**src/rtl/uart_pkg.sv**
```systemverilog
// Shared UART definitions: receiver FSM states, default line settings and the
// tick divider calculation used by both the receive and transmit paths.
package uart_pkg;

    localparam int CLK_FREQ_DEF   = 100_000_000;
    localparam int BAUD_DEF       = 9600;
    localparam int OVERSAMPLE_DEF = 16;

    typedef enum logic [2:0] {
        IDLE     = 3'd0,
        START    = 3'd1,
        DATA     = 3'd2,
        STOP     = 3'd3,
        BRK_WAIT = 3'd4
    } uart_state_e;

    // Clocks per oversampling tick, integer floor.
    function automatic int calc_div(input int clk_freq, input int baud, input int oversample);
        return clk_freq / (baud * oversample);
    endfunction

endpackage

```
**src/rtl/uart_baud_tick.sv**
```systemverilog
// Free-running tick enable: one-clock pulse every DIV clocks. The clear input
// restarts the count so the tick phase can be aligned to an external event.
module uart_baud_tick #(
    parameter int DIV = 651
) (
    input  logic clk,
    input  logic rst,
    input  logic clear,
    output logic tick
);

    localparam int CW = (DIV > 1) ? $clog2(DIV) : 1;
    localparam logic [CW-1:0] LAST = CW'(DIV - 1);

    logic [CW-1:0] cnt;

    always_ff @(posedge clk or negedge rst) begin
        if (!rst) begin
            cnt <= '0;
        end else if (clear || cnt == LAST) begin
            cnt <= '0;
        end else begin
            cnt <= cnt + 1'b1;
        end
    end

    assign tick = (cnt == LAST);

endmodule

```
**src/rtl/uart_rx.sv**
```systemverilog
// 8N1 UART receiver with 16x-style oversampling, 2-of-3 majority bit voting
// and a one-entry valid/ready holding register for received bytes.
module uart_rx import uart_pkg::*; #(
    parameter int CLK_FREQ   = CLK_FREQ_DEF,
    parameter int BAUD       = BAUD_DEF,
    parameter int OVERSAMPLE = OVERSAMPLE_DEF
) (
    input  logic       clk,
    input  logic       rst,
    input  logic       rxd,
    output logic [7:0] data,
    output logic       valid,
    input  logic       ready,
    output logic       busy,
    output logic       frame_err,
    output logic       overrun
);

    localparam int DIV = calc_div(CLK_FREQ, BAUD, OVERSAMPLE);
    localparam int SW  = $clog2(OVERSAMPLE);
    // s_cnt holds the count of ticks already seen in the bit, so a tick with
    // s_cnt==n is tick n+1 of the bit; samples land on ticks H-1, H and H+1.
    localparam logic [SW-1:0] S_FIRST = SW'(OVERSAMPLE / 2 - 2);
    localparam logic [SW-1:0] S_MID   = SW'(OVERSAMPLE / 2 - 1);
    localparam logic [SW-1:0] S_LAST  = SW'(OVERSAMPLE / 2);
    localparam logic [SW-1:0] S_END   = SW'(OVERSAMPLE - 1);

    logic [1:0]   sync;
    logic         rxd_s;
    logic         tick;
    logic         tick_clear;
    uart_state_e  state, state_nxt;
    logic [SW-1:0] s_cnt;
    logic [1:0]   samp;
    logic [2:0]   bit_idx;
    logic [7:0]   shreg;
    logic         maj;
    logic         at_decide;
    logic         deliver;
    logic         frame_fail;

    always_ff @(posedge clk or negedge rst) begin
        if (!rst) begin
            sync <= 2'b11;
        end else begin
            sync <= {sync[0], rxd};
        end
    end

    assign rxd_s = sync[1];

    uart_baud_tick #(.DIV(DIV)) u_tick (
        .clk   (clk),
        .rst   (rst),
        .clear (tick_clear),
        .tick  (tick)
    );

    assign at_decide = tick && (s_cnt == S_LAST);
    assign maj = (samp[0] & samp[1]) | (samp[0] & rxd_s) | (samp[1] & rxd_s);
    assign busy = (state != IDLE);

    always_ff @(posedge clk or negedge rst) begin
        if (!rst) begin
            state <= IDLE;
        end else begin
            state <= state_nxt;
        end
    end

    always_comb begin
        state_nxt  = state;
        tick_clear = 1'b0;
        deliver    = 1'b0;
        frame_fail = 1'b0;
        case (state)
            IDLE: begin
                if (!rxd_s) begin
                    state_nxt  = START;
                    tick_clear = 1'b1;
                end
            end
            START: begin
                if (at_decide) begin
                    state_nxt = maj ? IDLE : DATA;
                end
            end
            DATA: begin
                if (at_decide && bit_idx == 3'd7) begin
                    state_nxt = STOP;
                end
            end
            STOP: begin
                // Leave mid-stop-bit so a back-to-back start edge is not missed.
                if (at_decide) begin
                    if (maj) begin
                        deliver   = 1'b1;
                        state_nxt = IDLE;
                    end else begin
                        frame_fail = 1'b1;
                        state_nxt  = BRK_WAIT;
                    end
                end
            end
            BRK_WAIT: begin
                if (rxd_s) begin
                    state_nxt = IDLE;
                end
            end
            default: state_nxt = IDLE;
        endcase
    end

    always_ff @(posedge clk or negedge rst) begin
        if (!rst) begin
            s_cnt   <= '0;
            samp    <= 2'b00;
            bit_idx <= 3'd0;
            shreg   <= 8'h00;
        end else begin
            if (state == IDLE) begin
                s_cnt   <= '0;
                bit_idx <= 3'd0;
            end else if (tick) begin
                s_cnt <= (s_cnt == S_END) ? '0 : s_cnt + 1'b1;
            end
            if (tick && s_cnt == S_FIRST) begin
                samp[0] <= rxd_s;
            end
            if (tick && s_cnt == S_MID) begin
                samp[1] <= rxd_s;
            end
            if (state == DATA && at_decide) begin
                shreg   <= {maj, shreg[7:1]};
                bit_idx <= bit_idx + 1'b1;
            end
        end
    end

    // Handshake: a byte transfers on any clk edge where valid && ready. valid
    // stays high and data stays frozen until that edge; a new byte arriving
    // while the register is full and not being accepted is dropped (overrun).
    always_ff @(posedge clk or negedge rst) begin
        if (!rst) begin
            data      <= 8'h00;
            valid     <= 1'b0;
            frame_err <= 1'b0;
            overrun   <= 1'b0;
        end else begin
            frame_err <= frame_fail;
            overrun   <= 1'b0;
            if (deliver) begin
                if (!valid || ready) begin
                    data  <= shreg;
                    valid <= 1'b1;
                end else begin
                    overrun <= 1'b1;
                end
            end else if (valid && ready) begin
                valid <= 1'b0;
            end
        end
    end

endmodule

```
**config.mk**
```make
export PLATFORM = sky130hd
export DESIGN_NAME = uart_rx
export DESIGN_NICKNAME = d
export VERILOG_FILES = /design/src/rtl/uart_pkg.sv /design/src/rtl/uart_baud_tick.sv /design/src/rtl/uart_rx.sv
export SDC_FILE = /design/constraint.sdc
export NUM_CORES = 1
export LEC_CHECK = 0
export BUFFER_PORTS_ARGS = -buffer_cell sky130_fd_sc_hd__buf_2
export CAP_MARGIN = 10
export CORE_UTILIZATION = 55
export CTS_CLUSTER_DIAMETER = 30
export DETAILED_ROUTE_END_ITERATION = 7
export GPL_ROUTABILITY_DRIVEN = 0
export PLACE_DENSITY = 0.74
export RECOVER_POWER = 100
export SYNTH_ARGS = -nofsm -noshare
export SYNTH_HDL_FRONTEND = slang
export SYNTH_SLANG_ARGS = --single-unit
```
**constraint.sdc**
```tcl
create_clock -name clk -period 2.3 [get_ports clk]
set_input_delay 0.23 -clock clk [delete_from_list [all_inputs] [get_ports clk]]
set_output_delay 0.23 -clock clk [all_outputs]
set_load 0.05 [all_outputs]
```
# Yosys cells after proc, flatten, opt, wreduce, memory -nomap -nowiden
# Cells that the tools add are included.
# word_totals
register_bits	43
inputBits	4
elab_cells	80
# classes
n_addsub	3
n_eq_ne	16
muxes	27
bitwise_logic	5
n_reduce_logical	17
# op_table
op	n
$mux W3	8
$pmux W3 S5	1
$mux W1	13
$mux W4	3
$add A10 B1 Y10 const B	1
$eq A10 B10 Y1 const B	1
$mux W10	1
$ne A2 B2 Y1 const B	5
$eq A4 B3 Y1 const B	2
$eq A4 B4 Y1 const B	2
$eq A3 B2 Y1 const B	2
$eq A3 B3 Y1 const B	2
$logic_and A1 B1 Y1	6
$reduce_bool A2 Y1	3
$reduce_and A5 Y1	1
$add A4 B1 Y4 const B	1
$reduce_and A2 Y1	2
$add A3 B1 Y3 const B	1
$and A1 B1 Y1	3
$eq A3 B1 Y1 const B	1
$logic_not A3 Y1	1
$reduce_bool A3 Y1	1
$logic_or A1 B1 Y1	2
$mux W2	1
other kinds (3)	4

# Depth between registers and ports, before layout
# logic_depth
depth_word	8
mapped_depth	7
mapped_depth_nobuf	6

# Cells and area by module
# Synthesis repeated with hierarchy kept, for this count alone.
# unflattened
cells_unflattened	165
area_unflattened_um2	2003.2
# modules_own_cells
module	instances	cells_per_inst	area_each_um2
uart_rx	1	114	1490.2
uart_baud_tick	1	51	513.0

# Worst setup path after synthesis
# Ideal clock, no wire load.
# synth_path
kind	reg2reg
start	register u_tick.cnt[2]
end	register data[0]
setup_time_ns	0.125
t_arrival_ns	1.697
t_required_ns	2.175
setup_slack_ns	0.478
stages_incl_launch_ff	5
path_cell_list	dfrtp_1 nor4_4 nand3_4 nor3_4 mux2_2
# synth_via
elab_chain_len	5
# synth_lines
item	line_no	source
start: declaration	uart_baud_tick.sv:15	logic [CW-1:0] cnt;
start signal: assignment	uart_baud_tick.sv:23	cnt <= cnt + 1'b1;
$eq A10 B10 Y1	uart_baud_tick.sv:27	assign tick = (cnt == LAST);
$logic_and A1 B1 Y1	uart_rx.sv:59	assign at_decide = tick && (s_cnt == S_LAST);
$mux W1	uart_rx.sv:95	if (at_decide) begin
$mux W1	uart_rx.sv:76	case (state)
$reduce_and A2 Y1 (no line)	--	
end signal: assignment	uart_rx.sv:154	data <= shreg;
end: declaration	uart_rx.sv:11	output logic [7:0] data,
# No other way between the ends.
# A chain may end at the register's enable or synchronous reset.

# Worst setup path in the final report
# layout_path
start	register u_tick.cnt[0]
end	register shreg[4]
# layout_via
elab_chain_len	3
# layout_lines
item	line_no	source
$eq A10 B10 Y1	uart_baud_tick.sv:27	
$logic_and A1 B1 Y1	uart_rx.sv:59	
$logic_and A1 B1 Y1	uart_rx.sv:133	if (state == DATA && at_decide) begin
end signal: assignment	uart_rx.sv:134	shreg <= {maj, shreg[7:1]};
end: declaration	uart_rx.sv:36	logic [7:0] shreg;
# No other way between the ends.

==> out/metrics.yaml <==
worstSetupPathType: "flop to flop"
drv_cap: 1
multi_input_area_um2: 823
cts.path.max_buffers: 2
synth_edf_count: 0
hold_class: "primary input to flop"
cts_tree: "built"
vias: 1239
status: "finished, violations left"
synthDominantCellAreaShare_pct: 52.4
worstSkewPairLatency_ns: 0.36
grt_max_degree: 44
cts_resized: 0
ctsHtreeMaxLevel: 2
syn_area_um2: 1960
required_ns: 2.56
wl_mm: 3.26
die_area_um2: 3800
hold_viol_final: 0
tns_ns: 0
drt_iter0_markers: 56
layout_common_cells: "41 x dfrtp_1, 18 x nor2_1, 18 x mux2_2"
rows: 21
drive_gt1_share_pct: 22.0
core_area_um2: 3360
overflow: 0
ioPinCount: 16
synth_largest_area_cell: "dfrtp_1"
async_flop_share_pct: 100
postCtsHoldBufs: 1
ff_latch_area_um2: 1080
cts_setup_buffers: 0
ys_seq_elements: 43
dpl.hpwl_mm: 2.26
synth_nets: 172
grt_pass1_wl_mm: 5.49
die_h_um: 61.7
power_density_nw_per_um2: 584
ys_seq_area_share_pct: 55.1
fp.dieW_um: 61.7
setup_violations: 0
p_leak_nw: 1.02
diodes: 0
start_kind: "flop"
finalNetCount: 192
yosys.cell_types.count: 37
slew_viol_final: 44
ant_nets: 0
worstPathArrival_ns: 2.33
cts.sinks: 43
rsz0062_at_grt: "no"
via_per_inst: 5.43
failed_checks: "max-capacitance violations, max-slew violations"
final_util_pct: 63.7
worst_slew_pin_slew_ns: 2.17
syn_area_per_cell_um2: 12.2
wl_per_cell_um: 14.3
fin_crit_sh_pct: 90.4
yosysWarnings: 0
numPortBuffers: 15
drt_first_pass_iters: 4
crit_fanout: 10
vdd_drop_max_v: 0.000538
max_freq_ghz: 0.481
max-slew-margin-rel_pct: -44.7
syn_to_final_growth_pct: 9.40
antenna_found_initial: 0
synthFlopType: "dfrtp_1"
nFillCells: 293
clkTransAtPathRegs_ns: 0.13
drc_errors: 0
fin_crit_ns: 2.08
ctsRootBufferMaster: "clkbuf_4"
final_common_cell: "dfrtp_1"
syn_inst: 161
start_util_pct: 58.2
grt_pass1_vias: 1193
cp-end-kind: "flop"
whs_ns: 0.164
synth_area_leaders: "dfrtp_1 52%, mux2_2 10%, ha_1 4.5%"
globalRouteTotalUtil_pct: 20.5
fin_skew_ns: 0.0113
cts_made_buffers: 5
reg2reg_slack_ns: 0.22
==> metrics by stage <==
step	instances	instance area [um2]	total power, mW	setup slack (ns)
final	228	2140	1.25	0.221
after global routing	228	2140	1.29	0.0590
after CTS	228	2160	1.26	0.182
after detailed placement	219	2070	0.793	0.199
after global placement	219	2070	0.792	0.317
after floorplan	161	1960	0.776	0.478
==> cells in the mapped netlist (2+ instances only) <==
library cell and number:
a21oi_1 4, a31o_2 4, and3_1 4, and3b_1 2, dfrtp_1 41, dfstp_2 2, ha_1 7, inv_1 7
mux2_2 18, mux2i_1 2, nand2_1 8, nand2b_1 2, nand3_1 7, nand4_1 2, nor2_1 18, nor3_1 4
nor4b_1 2, xnor2_1 7, xor2_1 2
==> report_power, final <==
part / internal, mW / leakage (nW) / total, mW / switching (mW)
clock: 0.229 / 0.0452 / 0.472 / 0.243
combinational: 0.00304 / 0.400 / 0.0171 / 0.0141
sequential: 0.759 / 0.579 / 0.761 / 0.00176
==> critical path: stages (launching register included) <==
cell	delay [ns]
dfrtp_1	0.45
inv_1	0.09
ha_1	0.15
and3_1	0.23
nand3_4	0.16
nand3b_1	0.48
mux2_2	0.41
==> final timing paths <==
path                       depth (start not counted)     startpoint       endpoint
hold / removal                                     3          ready        overrun
setup reg to reg                                   6  u_tick.cnt[0]       shreg[4]
setup / recovery                                   6  u_tick.cnt[0]       shreg[4]
max in group asynchronous                          1            rst  u_tick.cnt[6]
hold reg to reg                                    0        sync[0]        sync[1]
min in group asynchronous                          1            rst       state[0]
==> routing by layer <==
layer  GRT usage (%)  vias to the layer above  wire, um
met2            34.1                       19      1670
met5               0                        -         0
li1                -                      602         -
met3            3.78                        5        90
met4            8.57                        0        43
met1            26.5                      613      1450
==> cell families after synthesis <==
logic type	count (synthesis)	synth area share [%]
fa+ha+maj	8	4.99
simple gates	57	16.9
xor+xnor	9	4.03
flops	43	55.1
compound gates	13	5.05
mux	20	11.4
buf+inv	11	2.56
==> cell type report <==
class / instances / area share [%]
Clock inverter: 3 / 2.05
Timing Repair Buffer: 16 / 3.27
Multi-Input combinational cell: 107 / 38.5
Tap cell: 46 / 2.69
Inverter: 8 / 1.40
Clock buffer: 5 / 1.75
Sequential cell: 43 / 50.4
==> sequential cells by signal, summed over array words and instances (netlist names) <==
| signal | cells |
|---|---|
| data | 8 |
| sync | 2 |
| bit_idx | 3 |
| samp | 2 |
| u_tick.cnt | 10 |
| overrun | 1 |
| state | 3 |
| valid | 1 |
| shreg | 8 |
| s_cnt | 4 |
| frame_err | 1 |
(Power assumes the default switching activity.)
